**config.mk**
```make
export PLATFORM = sky130hd
export DESIGN_NAME = hs_byte_fifo
export DESIGN_NICKNAME = d
export VERILOG_FILES = /design/src/rtl/hs_pkg.sv /design/src/rtl/hs_fifo_mem.sv /design/src/rtl/hs_byte_fifo.sv
export SDC_FILE = /design/constraint.sdc
export NUM_CORES = 1
export LEC_CHECK = 0
export ABC_AREA = 1
export BUFFER_PORTS_ARGS = -buffer_cell sky130_fd_sc_hd__buf_2
export CAP_MARGIN = 20
export CORE_MARGIN = 2
export CORE_UTILIZATION = 55
export DETAILED_ROUTE_END_ITERATION = 8
export PLACE_DENSITY_LB_ADDON = 0.1
export SYNTH_ARGS = -nofsm -noshare
export SYNTH_HDL_FRONTEND = slang
export SYNTH_SLANG_ARGS = --single-unit
```
**constraint.sdc**
```tcl
create_clock -name clk -period 2.68 [get_ports clk]
set_input_delay 0.134 -clock clk [delete_from_list [all_inputs] [get_ports clk]]
set_output_delay 0.134 -clock clk [all_outputs]
set_load 0.01 [all_outputs]
```
**src/rtl/hs_pkg.sv**
```systemverilog
// Shared types for the handshake byte FIFO.
// Occupancy decode helper used by the FIFO controller.
package hs_pkg;

   parameter int HS_DATA_W = 8;

   typedef logic [HS_DATA_W-1:0] hs_data_t;

   typedef enum {HS_EMPTY, HS_PARTIAL, HS_FULL} hs_occ_e;

   function automatic hs_occ_e hs_occ(
      input int unsigned cnt,
      input int unsigned depth
   );
      if (cnt == 0) return HS_EMPTY;
      if (cnt >= depth) return HS_FULL;
      return HS_PARTIAL;
   endfunction

endpackage

```
**src/rtl/hs_fifo_mem.sv**
```systemverilog
// DEPTH x DATA_W register array: one write port, one async read port.
// Contents are not reset; validity is tracked by the controller.
module hs_fifo_mem
   import hs_pkg::*;
#(
   parameter int DATA_W = HS_DATA_W,
   parameter int DEPTH  = 4,
   parameter int AW     = $clog2(DEPTH)
) (
   input  logic              clk,
   input  logic              i_we,
   input  logic [AW-1:0]     i_waddr,
   input  logic [DATA_W-1:0] i_wdata,
   input  logic [AW-1:0]     i_raddr,
   output logic [DATA_W-1:0] o_rdata
);

   logic [DATA_W-1:0] r_mem [DEPTH];

   always_ff @(posedge clk) begin
      if (i_we) r_mem[i_waddr] <= i_wdata;
   end

   assign o_rdata = r_mem[i_raddr];

endmodule

```
**src/rtl/hs_byte_fifo.sv**
```systemverilog
// First-word-fall-through byte FIFO with registered in_ready.
// Optional SVA checkers: define HS_BYTE_FIFO_ASSERT_EN.
module hs_byte_fifo
   import hs_pkg::*;
#(
   parameter int DATA_W = HS_DATA_W,
   parameter int DEPTH  = 4,
   parameter int PW     = $clog2(DEPTH),
   parameter int CW     = $clog2(DEPTH) + 1
) (
   input  logic              clk,
   input  logic              rst,
   input  logic              in_valid,
   output logic              in_ready,
   input  logic [DATA_W-1:0] in_data,
   output logic              out_valid,
   input  logic              out_ready,
   output logic [DATA_W-1:0] out_data,
   output logic [CW-1:0]     count
);

   localparam logic [CW-1:0] ONE   = CW'(1);
   localparam logic [CW-1:0] FULLC = CW'(DEPTH);

   logic [PW-1:0]     r_wr_ptr;
   logic [PW-1:0]     r_rd_ptr;
   logic [CW-1:0]     r_count;
   logic              r_in_ready;
   logic [CW-1:0]     w_cnt_nxt;
   logic              w_push;
   logic              w_pop;
   logic              w_out_valid;
   logic [DATA_W-1:0] w_rd_data;
   hs_occ_e           w_occ;

   assign w_occ       = hs_occ(32'(r_count), DEPTH);
   assign w_out_valid = (w_occ != HS_EMPTY);
   assign w_push      = in_valid & r_in_ready;
   assign w_pop       = w_out_valid & out_ready;

   always_comb begin
      w_cnt_nxt = r_count;
      unique case ({w_push, w_pop})
         2'b10:   w_cnt_nxt = r_count + ONE;
         2'b01:   w_cnt_nxt = r_count - ONE;
         default: w_cnt_nxt = r_count;
      endcase
   end

   always_ff @(posedge clk) begin
      if (rst) begin
         r_wr_ptr   <= '0;
         r_rd_ptr   <= '0;
         r_count    <= '0;
         r_in_ready <= 1'b0;
      end else begin
         if (w_push) r_wr_ptr <= r_wr_ptr + 1'b1;
         if (w_pop)  r_rd_ptr <= r_rd_ptr + 1'b1;
         r_count    <= w_cnt_nxt;
         r_in_ready <= (w_cnt_nxt != FULLC);
      end
   end

   hs_fifo_mem #(
      .DATA_W (DATA_W),
      .DEPTH  (DEPTH),
      .AW     (PW)
   ) u_mem (
      .clk     (clk),
      .i_we    (w_push),
      .i_waddr (r_wr_ptr),
      .i_wdata (in_data),
      .i_raddr (r_rd_ptr),
      .o_rdata (w_rd_data)
   );

   // Zero the head when empty so stale storage never leaks out.
   assign out_data  = w_out_valid ? w_rd_data : '0;
   assign out_valid = w_out_valid;
   assign in_ready  = r_in_ready;
   assign count     = r_count;

`ifdef HS_BYTE_FIFO_ASSERT_EN
   a_stall: assert property (
      @(posedge clk) disable iff (rst)
      out_valid && !out_ready |=> out_valid && $stable(out_data)
   ) else $error("hs_byte_fifo: stall stability violated");

   a_cnt: assert property (
      @(posedge clk) disable iff (rst)
      r_count <= FULLC
   ) else $error("hs_byte_fifo: count above DEPTH");

   a_rdy: assert property (
      @(posedge clk) disable iff (rst)
      !(r_in_ready && w_occ == HS_FULL)
   ) else $error("hs_byte_fifo: in_ready while full");
`else
   // Default build carries no checkers.
`endif

endmodule

```
== Yosys cells after proc, flatten, opt, wreduce, memory -nomap -nowiden ==
Memory sizes are Yosys's and may differ from the RTL's. A register that Yosys moved wholly into a read port is not among the register bits.
Index checks and enable logic that the tools add are counted.
Word-level totals
  output and inout port bits: 13
  bits in writable memories: 32
  register bits: 8
  memories: 1
Memory list
  u_mem.r_mem: depth 4, bits a word 8, rd ports 1, clocked after Yosys merged registers in 1, write ports 1, RTL line hs_fifo_mem.sv:18  | logic [DATA_W-1:0] r_mem [DEPTH];
Cells by class
  multiplexer cells: 12
  order comparisons: 1
  equality and inequality tests: 3
  add/subtract/negate cells: 4
  bitwise operators: 2
  reduce and logical (&&, ||, !) cells: 2
Operators with widths (number)
  $mux W32: 2
  $reduce_bool A32 Y1: 1
  $mux W8: 1
  $mux W2: 3
  $pmux W3 S2: 1
  $mux W1: 5
  $add A2 B1 Y2 const B: 2
  $add A3 B1 Y3 const B: 1
  $ge A3 B3 Y1 const B: 1
  $logic_not A3 Y1: 1
  $ne A3 B3 Y1 const B: 1
  $sub A3 B1 Y3 const B: 1
  $and A1 B1 Y1: 2
  $eq A2 B1 Y1 const B: 1
  $eq A2 B2 Y1 const B: 1

== Longest topological paths before layout ==
Gate-level depths: netlist of the first run.
  depth after elaboration: 10
  gate-level depth with buffers: 13
  mapped depth without buffers: 13

== Hierarchy ==
Synthesis of the first run repeated with hierarchy kept, for this count alone.
Unflattened totals
  cell total of the unflattened synthesis: 203
  area, all modules: 1859.3 sq um
Modules (own cells, without submodules)
  hs_fifo_mem: seq. area each 960.9 sq um, cells each 133, times used 1, area an instance 1387.6 sq um
  hs_byte_fifo: seq. area each 160.2 sq um, cells each 70, times used 1, area an instance 471.7 sq um

== Worst setup path after synthesis of the first run ==
Ideal clock, no wire load.
  kind: register to register
  start: reg r_count[0], in the netlist count[0]
  end: reg r_in_ready, in the netlist in_ready
  slack: 0.857 ns
  clock period less this slack: 1.823 ns
  stages on the path, launching flop included: 11
  path buffers: 0
  library setup time: 0.070 ns
  data arrival time: 1.753 ns
  cell sequence: dfxtp_1 inv_1 nand3_2 nand2_1 inv_2 ha_1 inv_1 fa_1 o21ai_0 nor2_1 a21oi_1
Between the ends
  cells in the longest elaborated chain, start to end: 10
  elaborated cells between the ends (all ways): 16
  those cells by class: add/sub (2); order compare (1); eq/ne (3); mux (7); bitwise (1); reduce/logical (2)
Ends and longest elaborated chain
  start: declaration: RTL line hs_byte_fifo.sv:27  | logic [CW-1:0] r_count;
  start signal: assignment: RTL line hs_byte_fifo.sv:59  | r_count <= w_cnt_nxt;
  $ge A3 B3 Y1: RTL line hs_pkg.sv:16  | if (cnt >= depth) return HS_FULL;
  $mux W1 (2 in a row): RTL line hs_pkg.sv:16
  $mux W32: RTL line hs_pkg.sv:17  | return HS_PARTIAL;
  $mux W32 *: RTL line hs_pkg.sv:16
  $reduce_bool A32 Y1 *: RTL line hs_byte_fifo.sv:37  | assign w_out_valid = (w_occ != HS_EMPTY);
  named net out_valid: RTL line hs_byte_fifo.sv:16  | output logic out_valid,
  $and A1 B1 Y1 *: RTL line hs_byte_fifo.sv:39  | assign w_pop = w_out_valid & out_ready;
  named net w_pop: RTL line hs_byte_fifo.sv:31  | logic w_pop;
  $eq A2 B1 Y1 or $eq A2 B2 Y1 (tied branches): RTL line hs_byte_fifo.sv:43  | unique case ({w_push, w_pop})
  $pmux W3 S2 *: RTL line hs_byte_fifo.sv:43
  $ne A3 B3 Y1 *: RTL line hs_byte_fifo.sv:60  | r_in_ready <= (w_cnt_nxt != FULLC);
  end signal: assignment: RTL line hs_byte_fifo.sv:60
  end: declaration: RTL line hs_byte_fifo.sv:28  | logic r_in_ready;
Mark *: on every way through the listed nets, which the timed path passes. The rest lies on a longest branch. The select of a mux whose other input is x is not followed.
A chain may end at the register's enable or synchronous reset.

==> results list, run 1 <==
* Result of the run: finished, final reports clean
- Routed wire per std cell: 12.63 um
- Summing the sequential cell areas from Yosys gives 66.19% of the chip area.
* Synth-to-Final Area Change: 18.54%
- Power Density: 866.5 nW/um2
- Drt via density: 4.843
- Static Leakage: 0.8427 nW
- Cell variety after synth: 19
- CTS buffer count: 5
- Global-route wire length before repair: 4602 um
- Post-layout min period: 1.921 ns
- The floorplan step set the die width to 60.48 um.
- Clock latency on the worst-skew pair, taken at its later pin, is 0.34 ns.
* Drt initial violations: 36
- After synthesis, the largest family of logic cells by area is simple AND/OR/NAND/NOR gates.
- The Yosys step of the flow raised 0 warnings.
- Worst-case vdd ir drop: 521.5 uV
* Final setup violating endpoints: 0
- Final setup skew: 0.004610 ns
- GRT Util Overall: 18.32%
* Net count of the mapped netlist: 179
- For the worst setup path, the data arrival time is 1.79 ns.
- Together, buffers and inverters on the worst path number 2.
* Clock network fraction of total power: 24.1%
* Worst path top cell family by delay: flip-flops
- Largest stage delay on the critical path: 0.69 ns
- Total number of vias: 1172
* Cell internal pwr: 1.204 mW
- Diode count: 0
- The initial utilization of the core area, before any placement, comes to 57.46%.
* Unrepaired setup endpoints after global routing: false
- The region available for standard cell placement spans 3053 um2.
* Placer Congestion: 0.7918
* Max_slew headroom: 47.87%
* Final TNS setup: 0 ns
* Number of H-tree levels: 2
* Critical-path maximum fanout: 17
- Slowest stage cell, crit path: dfxtp_1
- Simple-gate area share of the yosys netlist: 12.55%
* Count of endpoints failing hold in the final timing report: 0
- The HPWL after detailed placement is 2126 um.
- Post-synthesis cell area: 1754 um2
- In this run, the combinational gates consume 30.3% of the power.
- The worst setup path is captured at a primary output.
* Die span in y: 60.48 um
- Die Outline Area: 3657 um2
- Proportion of synthesized area in mux cells: 0%
- Switch Pwr: 598.3 uW
- Required time at the worst-slack endpoint: 2.55 ns
- Pin count of the biggest net entering global routing: 18
- Placed inst area: 1888 um2
- The post-route netlist has 17.68% of its cells at a drive strength greater than 1.
- After floorplanning, the core was divided into 20 placement rows.
* Area fraction in compound gates after synthesis: 9.130%
- Via count of the first global-routing pass: 1073
- The first detailed-routing pass took 4 iterations.
- Drt drc: 0
* Worst hold path type: in -> reg
* Routed Wire Length: 3056 um
- Worst slew pin tran: 0.7791 ns
- Post-synthesis share of cell area spent on full adders, half adders and majority gates: 4.708%
- The root buffer cell chosen for the clock tree is clkbuf_4.
* Most frequent standard cell in the layout excluding fill and tap cells: nor2_1
* Commonest cells after routing, fill and taps aside: nor2_1 (42), edfxtp_1 (32), buf_2 (24), inv_1 (17), a21oi_1 (13)
- Pin placement for this block handled 25 I/O pins.
- Largest buffer count on any clock path: 2
- Port buffering added 24 buffers.
- The tree built by TritonCTS fans out to 42 sinks.
* Mean Syn Cell Area: 10.90 um2
* Post-synthesis cell count: 161
- CTS tree: built
- Summed over all layers, the global routing overflow is 0.
* Ratio of final minimum period to clock period: 71.69%
* Initial antenna violation count: 0
- Once detail routing completed, the nets flagged for antenna violations numbered 0.
- Net count of the finished layout: 215
- Sequential cell fraction of total power: 45.5%
- Post-synthesis xor/xnor area fraction: 0.9986%
- The synthesized design contains 42 register bits.
* Sort of element at the start of the critical path: flop
* Number of pins exceeding their max-slew limit in the final report: 0
* Top achievable clock speed: 520.5 MHz
- With fillers left out, the area of the finished cells amounts to 2079 um2.
* Fraction of power spent switching nets: 33.20%
- After clock tree synthesis, the clock-pin slew on the worst setup and hold paths is 0.12 ns.
* Max capacitance violation total: 0
- Walking the worst path, the cells encountered are inv_2, o21ai_0, a21oi_1, buf_2.
- Type of the worst setup path: reg -> out
==> logic make-up (layout without fill, tap and decap cells) <==
family / Yosys count / count (layout)
simple gates: 56 / 56
flops: 42 / 42
compound gates: 32 / 32
buf+inv: 23 / 60
fa+ha+maj: 6 / 6
xor+xnor: 2 / 2
==> per-stage QoR <==
stage	total power [mW]	utilization, %	cells	worst slack [ns]	hold WS [ns]
detailed placement	1.379	61.84	225	0.7990	0.3515
floorplan	1.218	-	161	0.8569	0.2031
CTS	1.822	68.11	242	0.7330	0.1172
global placement	1.350	61.84	225	0.8804	0.3428
finish	1.802	68.11	242	0.7588	0.1315
global route	1.918	68.11	242	0.5674	0.1362
==> area by class of cell <==
| type | instances | area [um2] |
|---|---|---|
| Clock buffer | 8 | 101.3 |
| Fill cell | 245 | 973.4 |
| Inverter | 19 | 71.32 |
| Multi-Input combinational cell | 96 | 480.5 |
| Sequential cell | 42 | 1161 |
| Tap cell | 44 | 55.05 |
| Timing Repair Buffer | 33 | 210.2 |
==> tightest hold or removal path, stage by stage <==
cell and delay [ns]:
buf_2 0.08, nand2_1 0.08, nand2_1 0.06, a21oi_1 0.08
==> Yosys cell counts, drive strengths merged <==
cell	instances	share of area, %
o21ai	19	5.4
nand3	2	0.86
ha	5	3.6
nor2	42	9.0
a21oi	13	3.7
nand2	11	2.4
inv	19	4.1
nand4	1	0.36
xor2	1	0.50
edfxtp	32	55
xnor2	1	0.50
dfxtp	10	11
fa	1	1.1
buf	4	2.4
==> power by group through the flow <==
stage	sequential [mW]	clock (mW)	combinational, mW
4_1_cts	0.822	0.448	0.552
3_5_place_dp	0.837	0	0.541
5_1_grt	0.830	0.476	0.612
3_3_place_gp	0.834	0	0.516
6_report	0.821	0.435	0.546
2_1_floorplan	0.812	0	0.406
==> routing by layer <==
layer / global-route usage [%] / wire length [um] / vias to the layer above
met4: 7.143 / 34 / 0
met2: 33.07 / 1596 / 23
met5: 0 / 0 / -
li1: - / - / 604
met3: 6.610 / 124 / 5
met1: 19.57 / 1300 / 540
==> state kept, by name, summed over array words and instances (netlist names), named ones only <==
register	flops
count	3
r_wr_ptr	2
in_ready	1
u_mem.r_mem	32
r_rd_ptr	2
==> final timing paths <==
kind	startpoint	to	slack [ns]	cells past startpoint
worst max-delay path	flop	out_data[2]	0.76	4
worst min-delay path	out_ready	r_rd_ptr[1]	0.13	4
worst max register to register	count[0]	in_ready	0.78	10
worst min register to register	count[2]	count[2]	0.52	2
==> what timing repair did <==
| action | CTS | global route |
|---|---|---|
| endpoints found under the hold margin | 33 | 0 |
| hold buffers | 9 | 0 |
| gates resized for setup | 0 | 0 |
| buffers inserted | 0 | 0 |
Note: power is estimated with default switching activity, not from simulation.
==> inputs of run 2 (changes only) <==
==> constraint.sdc (replaced) <==
create_clock -name clk -period 2 [get_ports clk]
set_input_delay 0.1 -clock clk [delete_from_list [all_inputs] [get_ports clk]]
set_output_delay 0.1 -clock clk [all_outputs]
set_load 0.01 [all_outputs]
==> results list, run 2 (synthesized netlist as in run 1, its figures left out) <==
* CTS tree: built
* Filler Cell Count: 258 (+5.3%)
* Overflow left after global routing: 0 (unchanged)
* Buffers on Ports: 24 (unchanged)
- Number of detailed-route iterations in the first pass: 4 (unchanged)
- The H-tree level count is 2 (unchanged).
- The share of post-route cells with drive strength above 1 was 22.06% (+4.4 points).
- Register area: 1165 um2 (+0.32%)
- Width of the die: 60.48 um (unchanged)
- Relative to the synthesized area, the layout overhead comes to 19.54%.
* Worst-case vdd ir drop: 722.8 uV (+39%)
- Type of the worst setup path: reg -> reg
- The total routing resource utilization after global routing came to 19.04% (+0.72 points).
- Result of the run: finished, final reports clean
* Routed wire per std cell: 12.06 um (-4.5%)
* Power, Total: 2.309 mW (+28%)
- The boundary pin count is 25 (unchanged).
- The area of the die was 3657 um2 (unchanged).
- The clock sink total was 42 (unchanged).
- The final critical path takes up 91.06% of the cycle.
- Worst slew pin tran: 0.3254 ns (-0.4537 ns)
- The clock period could shrink to 1.821 ns.
- The maximum buffer depth of the clock tree came to 2 (unchanged).
- Pin count of the biggest net entering global routing: 17 (-1)
* Most frequent standard cell in the layout excluding fill and tap cells: nor2_1
- Combined area of the multi-input logic cells: 484.2 um2 (+0.78%)
- The flip-flop count of the largest register after layout came to 32 (unchanged).
* DPL Wire Length: 2114 um (-0.55%)
- Area of the core: 3053 um2 (unchanged)
- Number of pins exceeding their max-slew limit in the final report: 0 (unchanged)
* Commonest cells after routing, fill and taps aside: nor2_1 (42), edfxtp_1 (32), buf_2 (24), inv_1 (17), a21oi_1 (13)
* Placed inst area: 1933 um2 (+2.4%)
- Setup repair after global routing left no endpoint under its margin.
- CTS buffer count: 5 (unchanged)
- The first-pass GRT wire length is 4871 um (+5.8%).
- Timing would allow up to 549.1 MHz.
* Drt via density: 4.839 (about the same)
- Worst hold path type: in -> reg
- Final setup skew: 0.01178 ns (+0.007168 ns)
* Die span in y: 60.48 um (unchanged)
* Count of endpoints failing hold in the final timing report: 0 (unchanged)
- Cell at the root of the clock tree: clkbuf_4
* Summed area of non-filler cells in the final layout: 2097 um2 (+0.84%)
- The largest fanout on the critical path came to 4 (-13).
- Register with the highest flop count: u_mem.r_mem
- Via count of the first global-routing pass: 1150 (+7.2%)
* Final TNS setup: 0 ns (unchanged)
* Critical Path Sink Type: flop
- The number of antenna violations at the first check in global routing is 0 (unchanged).
- Drt initial violations: 18 (-50%)
- The initial cell density of the core is 57.46% (unchanged).
- The final wirelength is 2991 um (-2.1%).
- Arrival time at the worst endpoint: 2.11 ns (+0.32 ns)
- The worst max-slew margin expressed relative to the limit is 78.28% (+30 points).
- The final number of setup-violating endpoints was 0 (unchanged).
* Finished Core Util: 68.69% (+0.57 points)
- Net count of the finished layout: 221 (+2.8%)
- Clock insertion delay at the later pin of the skew report: 0.35 ns (about the same)
- The max-capacitance violation count was 0 (unchanged).
- Clock-pin transition on the worst setup and hold timing paths: 0.12 ns (about the same)
* Number of routed nets with antenna violations: 0 (unchanged)
- Placer Congestion: 0.7754 (-2.1%)
- STA classifies the critical path startpoint as a flop.
- Diode count: 0 (unchanged)
* Post-CTS Setup Inserts: 0 (unchanged)
* Power Density: 1101 nW/um2 (+27%)
- Static Leakage: 0.8623 nW (+2.3%)
* Total number of vias: 1200 (+2.4%)
* Required time at the worst-slack endpoint: 2.29 ns (-0.26 ns)
- Drt drc: 0 (unchanged)
- Number of cell rows: 20 (unchanged)
run 2: worst max-delay path: stages, from the launching register on:
cell,delay [ns]
dfxtp_2,0.35
inv_1,0.10
nand3_2,0.10
nand2_1,0.10
inv_2,0.06
ha_1,0.20
inv_1,0.09
fa_1,0.42
o21ai_2,0.14
nor2_1,0.06
a21oi_1,0.13
run 2: layer usage:
metal  vias up  share of wire, %  track usage [%]
met3         7               6.7            6.610
met5         -                 0                0
li1        619                 -                -
met2        38                54            35.40
met4         0               1.2            4.658
met1       536                38            20.83
run 2: path summary, 6_finish.rpt:
path	start	end	cells past startpoint	slack (ns)
max	count[0]	in_ready	10	0.18
min	out_ready	r_rd_ptr[1]	4	0.07
max reg2reg	count[0]	in_ready	10	0.18
min reg2reg	count[2]	count[2]	2	0.51
run 2: final cells by class:
type	count	area share, %
Inverter	19	3.401
Clock inverter	2	0.7160
Tap cell	44	2.625
Clock buffer	6	2.446
Multi-Input combinational cell	96	23.09
Sequential cell	42	55.55
Timing Repair Buffer	39	12.17
run 2: metrics by stage:
stage          hold slack, ns  cells  setup slack, ns
6_report              0.06988    248           0.1788
5_1_grt               0.08976    248          0.01242
4_1_cts               0.05399    248          0.08784
3_5_place_dp           0.3196    231           0.1166
3_3_place_gp           0.3083    231           0.1993
2_1_floorplan          0.1691    161           0.1769
run 2: timing repair:
action / 4_1_cts / 5_1_grt
setup endpoints to repair: 0 / 2
hold buffers: 9 / 0
resized for setup: 0 / 5
endpoints found under the hold margin: 38 / 0
run 2: report_power, final:
group,internal [mW],leakage (nW),total (mW),switching (mW)
clock,0.177,0.0392,0.442,0.265
combinational,0.296,0.449,0.783,0.487
sequential,1.03,0.374,1.08,0.0582
total,1.50,0.862,2.31,0.811
